### src/rtl/adder_tree_loader.sv
// -----------------------------------------------------------------------------
// adder_tree_loader
//   Producer side of an adder_tree vector interface. Collects a serial
//   valid/ready sample stream into an N-lane signed vector, launches it into
//   an external adder_tree via tree_data/tree_ena, tracks the tree's fixed
//   pipeline delay with a valid shift register and presents each sum on a
//   valid/ready output. A stalled output freezes the whole tree pipeline.
//
// Ports
//   clock        rising-edge clock
//   reset        asynchronous, active-high
//   s_valid/s_data/s_ready   sample input handshake
//   s_last       short-vector close (only with ADDER_TREE_LOADER_PAD_EN)
//   tree_data    N lanes driven to the tree's data input
//   tree_ena     tree clock enable (low while a sum is stalled)
//   tree_result  sum returned by the tree
//   m_valid/m_sum/m_ready    sum output handshake
//
// Optional feature macro: ADDER_TREE_LOADER_PAD_EN
//   When defined, a sample accepted with s_last=1 closes the vector early and
//   zeroes the remaining upper lanes.
// -----------------------------------------------------------------------------
module adder_tree_loader #(
    parameter int N            = 32,
    parameter int DATA_WIDTH   = 33,
    parameter int RESULT_WIDTH = DATA_WIDTH + $clog2(N) + (((N & (N - 1)) == 0) ? 1 : 0),
    parameter int LATENCY      = $clog2(N)
) (
    input  logic                           clock,
    input  logic                           reset,
    input  logic                           s_valid,
    input  logic signed [DATA_WIDTH-1:0]   s_data,
    output logic                           s_ready,
`ifdef ADDER_TREE_LOADER_PAD_EN
    input  logic                           s_last,
`endif
    output logic signed [DATA_WIDTH-1:0]   tree_data [N],
    output logic                           tree_ena,
    input  logic signed [RESULT_WIDTH-1:0] tree_result,
    output logic                           m_valid,
    output logic signed [RESULT_WIDTH-1:0] m_sum,
    input  logic                           m_ready
);

    localparam int CW = $clog2(N);
    localparam logic [CW-1:0] LAST_LANE = CW'(N - 1);

    logic [CW-1:0]                 count_q, count_d;
    logic                          loaded_q, loaded_d;
    logic [LATENCY-1:0]            vpipe_q, vpipe_d;
    logic [LATENCY-1:0]            vshift;
    logic signed [DATA_WIDTH-1:0]  lanes_q [N];
    logic signed [DATA_WIDTH-1:0]  lanes_d [N];
    logic                          accept;
    logic                          close;
    logic                          short_close;

    // Output handshake: a sum waiting on a busy consumer freezes everything.
    assign m_valid  = vpipe_q[LATENCY-1];
    assign m_sum    = tree_result;
    assign tree_ena = !(m_valid && !m_ready);

    // A full vector that cannot launch blocks further samples.
    assign s_ready  = !loaded_q || tree_ena;
    assign accept   = s_valid && s_ready;

`ifdef ADDER_TREE_LOADER_PAD_EN
    assign short_close = s_last;
`else
    assign short_close = 1'b0;
`endif

    assign close = accept && ((count_q == LAST_LANE) || short_close);

    assign tree_data = lanes_q;

    // The vector being marked in the valid pipe is the one the tree samples
    // on this edge, so the launch flag shifts in as loaded_q.
    generate
        if (LATENCY == 1) begin : g_vshift1
            assign vshift = loaded_q;
        end else begin : g_vshiftn
            assign vshift = {vpipe_q[LATENCY-2:0], loaded_q};
        end
    endgenerate

    always_comb begin
        count_d  = count_q;
        loaded_d = loaded_q;
        vpipe_d  = vpipe_q;
        lanes_d  = lanes_q;

        if (tree_ena) begin
            vpipe_d  = vshift;
            loaded_d = 1'b0;
        end

        if (accept) begin
            // Lane 0 may be rewritten on a launch edge; the tree still
            // captures the registered (old) value on that edge.
            if (short_close) begin
                for (int i = 0; i < N; i++) begin
                    if (i > int'(count_q)) begin
                        lanes_d[i] = '0;
                    end
                end
            end
            lanes_d[count_q] = s_data;
            if (close) begin
                count_d  = '0;
                loaded_d = 1'b1;
            end else begin
                count_d  = count_q + 1'b1;
            end
        end
    end

    // Stage p0: lane registers, fill count and launch-valid pipeline
    always_ff @(posedge clock or posedge reset) begin
        if (reset) begin
            count_q  <= '0;
            loaded_q <= 1'b0;
            vpipe_q  <= '0;
            for (int i = 0; i < N; i++) begin
                lanes_q[i] <= '0;
            end
        end else begin
            count_q  <= count_d;
            loaded_q <= loaded_d;
            vpipe_q  <= vpipe_d;
            lanes_q  <= lanes_d;
        end
    end

endmodule
### config.mk
export PLATFORM = sky130hd
export DESIGN_NAME = adder_tree_loader
export DESIGN_NICKNAME = d
export VERILOG_FILES = /design/src/rtl/adder_tree_loader.sv
export SDC_FILE = /design/constraint.sdc
export NUM_CORES = 2
export LEC_CHECK = 0
export ABC_AREA = 0
export BUFFER_PORTS_ARGS = -buffer_cell sky130_fd_sc_hd__buf_2
export CAP_MARGIN = 30
export CORE_AREA = 2 2 464 466
export DETAILED_ROUTE_END_ITERATION = 7
export DIE_AREA = 0 0 466 468
export PLACE_DENSITY = 0.43
export SLEW_MARGIN = 20
export SYNTH_ARGS = -nofsm -noshare
export SYNTH_HDL_FRONTEND = slang
export SYNTH_SLANG_ARGS = --single-unit
### constraint.sdc
create_clock -name clock -period 40.7 [get_ports clock]
set_input_delay 4.07 -clock clock [delete_from_list [all_inputs] [get_ports clock]]
set_output_delay 4.07 -clock clock [all_outputs]
set_load 0.01 [all_outputs]
# Yosys cells after proc, flatten, opt, wreduce, memory -nomap -nowiden
# Index checks and enable logic that the tools add are counted.
# W data, S select, Z words.
dict set report word_totals {
  in_bits 76
  elab_cells 56
  out_inout_bits 1098
  ff_bits 1067
}
dict set report op_classes {
  muxes 8
  order_cmp 2
  n_bitwise 1
  n_eq_ne 1
  n_reduce_logical 8
  addsub 1
}
# op n
set ops {}
lappend ops {{$bwmux W1056} 1}
lappend ops {{$mux W1023} 1}
lappend ops {{$demux W33 S5} 1}
lappend ops {{$mux W33} 1}
lappend ops {{$ge A6 B6 Y1 const B} 1}
lappend ops {{$lt A6 B1 Y1 const B} 1}
lappend ops {{$not A5 Y6} 1}
lappend ops {{$add A5 B1 Y5 const B} 1}
lappend ops {{$eq A5 B5 Y1 const B} 1}
lappend ops {{$mux W5} 1}
lappend ops {{$logic_and A1 B1 Y1} 4}
lappend ops {{$logic_not A1 Y1} 3}
lappend ops {{$mux W1} 3}
lappend ops {{$logic_or A1 B1 Y1} 1}

# Longest topological paths before layout
dict set report logic_depth {
  word_depth 8
  depth_mapped 6
  ltp_nobuf 5
}

# Least setup slack after synthesis
# Ideal clock, no wire load.
dict set report synth_timing {
  kind {input port to output port}
  start {input m_ready}
  end {output s_ready}
  path_stages 3
  arrival_ns 4.652
  n_path_buf 1
  required_ns 36.630
  setup_slack_ns 31.978
  path_cell_list {and3b_1 buf_2 inv_1}
}
dict set report synth_via {
  elab_chain_len 4
}
# item line_no
set synth_rtl {}
lappend synth_rtl {{from (decl)} 42} ;# input logic m_ready
lappend synth_rtl {{$logic_not A1 Y1} 61} ;# assign tree_ena = !(m_valid && !m_ready);
lappend synth_rtl {{$logic_and A1 B1 Y1} 61}
lappend synth_rtl {{$logic_not A1 Y1} 61}
lappend synth_rtl {{$logic_or A1 B1 Y1} 64} ;# assign s_ready = !loaded_q || tree_ena;
lappend synth_rtl {{to (decl)} 33} ;# output logic s_ready,
# No other way between the ends.

# Worst setup path in the final report
# Same ends and word-level chain as after synthesis.

==> results_dict.tcl <==
set metrics [dict create \
    outcome "complete, no violations" \
    min_path_type "flop to flop" \
    netlist_area_mm2 0.0411 \
    grt_max_degree 144 \
    min_period_over_period_pct 23.8 \
    core_area_mm2 0.213 \
    postCtsHoldBufs 0 \
    ir_drop_mv 0.0405 \
    ios 1174 \
    hold_ws_ns 0.472 \
    ys_seq_elements 1067 \
    synthArstFlopShare_pct 100 \
    combPwrFrac_pct 32.8 \
    die_w_um 466 \
    drtPass1Iterations 5 \
    cts_sinks 1067 \
    cts_root_buffer "clkbuf_16" \
    dp_hpwl_um 113000 \
    wl_per_cell_um 25.6 \
    synthCells 2459 \
    numCtsBuffers 132 \
    synth_edf_count 0 \
    end_kind "primary output" \
    worst_pin_slew_ns 0.961 \
    slew_headroom_pct 35.7 \
    final_nets 3606 \
    grt_pass1_vias 26600 \
    drt_wl_total_um 166000 \
    gr-usage-all-layers_pct 14.7 \
    synth_cell_type_count 29 \
    syn-mean-instance-area_um2 16.7 \
    fillers 22400 \
    clock.fmax_mhz 103 \
    timing.setup.tns_ns 0 \
    drive_gt1_share_pct 66.8 \
    clk_latency_ns 0.78 \
    maxSlewViolCount 0 \
    hold_violations 0 \
    pwr-share-clk_pct 27.4 \
    die_area_mm2 0.218 \
    gp_congestion 0.721 \
    yosys_most_used_dff "dfrtp_1" \
    synth.top_cell.area_share_pct 64.9 \
    critPathKind "primary input to primary output" \
    grt_pass1_wl_um 224000 \
    gr-usage-met1_pct 17.5 \
    drc 0 \
    p_per_area_mw_per_mm2 80.0 \
    crit_required_ns 36.63 \
    portBuffers 1095 \
    vias_per_cell 3.95 \
    seq_power_share_pct 39.8 \
    grt-busiest-layer "met2" \
    period_minus_slack_ns 9.67 \
    cts_resized 0 \
    start_util_pct 19.3 \
    ys_seq_area_share_pct 64.9 \
    arrival_ns 5.60 \
    startpoint_type "primary input" \
    switchingPower_mw 1.47 \
    syn_to_final_growth_pct 30.9 \
    grt_setup_unrepaired "no" \
    vias 25500 \
    rows 170 \
    utilization_pct 25.2 \
    antenna_found_initial 23 \
    yosysWarnings 0 \
    ant_nets 0 \
    fin_skew_ns 0.0315 \
    synth_area_leaders "dfrtp_1, mux2_2, buf_4" \
    layout_common_cells "buf_2, dfrtp_1, mux2_2" \
    setup_viol 0 \
    drt-initial-drc-count 1246 \
    clkSlewWorstSetupHoldPaths_ns 0.05 \
    clockBufferDepth 3 \
    synth_nets 2540 \
    layout_commonest_cell "buf_2" \
    internal_power_mw 2.83 \
    die_height_um 468 \
    use_met3_pct 5.84 \
    cts_tree "done" \
    worstRegToRegCells 5 \
    cts.htree.levels 4 \
    use_met2_pct 23.8 \
    maxCapViolCount 0 \
    whs_path_depth 2 \
    power.leakage_nw 27.0 \
    overflow 0 \
    yosysTopAreaCell "dfrtp_1" \
    swShare_pct 34.2 \
    post-cts-setup-buffer-count 0 \
    crit_fanout 38 \
]
worst paths after layout:
path / from / to / slack, ns
worst min-delay path: vpipe_q[1] / vpipe_q[1] / 0.47
min in group asynchronous: reset / tree_data[564] / 3.35
max in group asynchronous: reset / tree_data[248] / 33.09
worst max-delay path: m_ready / s_ready / 31.03
worst min register to register: vpipe_q[1] / vpipe_q[1] / 0.47
worst max register to register: vpipe_q[4] / tree_data[185] / 37.54
cell usage after synthesis (2+ instances only):
| library cell | n |
|---|---|
| buf_2 | 6 |
| buf_4 | 97 |
| buf_6 | 44 |
| clkbuf_1 | 99 |
| dfrtp_1 | 1067 |
| ha_1 | 5 |
| inv_1 | 6 |
| mux2_1 | 56 |
| mux2_2 | 991 |
| mux2_4 | 10 |
| nand2_1 | 14 |
| nand2_2 | 4 |
| nand2b_1 | 4 |
| nand3_1 | 2 |
| nand3b_1 | 3 |
| nor3_2 | 4 |
| nor3_4 | 28 |
| o21ai_0 | 5 |
| or3_1 | 2 |
| or3b_1 | 3 |
metrics by stage:
stage | power [mW] | area [um2] | setup WS [ns] | std cells
final | 4.31 | 53800 | 31.03 | 6465
after floorplan | 2.43 | 41100 | 6.59 | 2459
after global placement | 3.14 | 49100 | 30.95 | 6216
after detailed placement | 3.16 | 49300 | 30.99 | 6225
after CTS | 4.38 | 53700 | 31.00 | 6456
after global routing | 4.54 | 53800 | 30.97 | 6461
sequential cells by signal, indices dropped and copies added (netlist names):
name and cells:
tree_data 1056, count_q 5, vpipe_q 5, loaded_q 1
layer usage:
metal	vias up	part of all wire, %	wire (um)
met5	-	0	0
met4	0	3.2	5320
met3	238	9.4	15600
met2	1042	47	77700
met1	13500	41	67200
li1	10700	-	-
worst max-delay path: stages:
cell	delay, ns
buf_2	0.12
and3b_4	0.28
buf_4	0.71
inv_1	0.20
buf_2	0.21
cell families after synthesis:
| family | synth area share [%] |
|---|---|
| buf+inv | 4.01 |
| mux | 29.0 |
| simple gates | 1.75 |
| flops | 64.9 |
| fa+ha+maj | 0.152 |
| compound gates | 0.100 |
layout make-up:
type | count | area [um2] | area share, %
well taps | 2838 | 3550 | 6.60
diodes | 5 | 12.5 | 0.0233
clock buffers | 190 | 3810 | 7.09
multi-input cells | 1140 | 12800 | 23.8
clock inverters | 41 | 576 | 1.07
inverters | 6 | 30.0 | 0.0558
flip-flops and latches | 1067 | 26700 | 49.6
repair buffers | 1178 | 6330 | 11.8
power by group through the flow:
stage,combinational (mW),sequential [mW],clock (mW)
2_1_floorplan,0.495,1.94,0
3_3_place_gp,1.43,1.71,0
3_5_place_dp,1.44,1.73,0
4_1_cts,1.44,1.72,1.22
5_1_grt,1.50,1.77,1.26
6_report,1.41,1.71,1.18
Note: power is estimated with default switching activity, not from simulation.
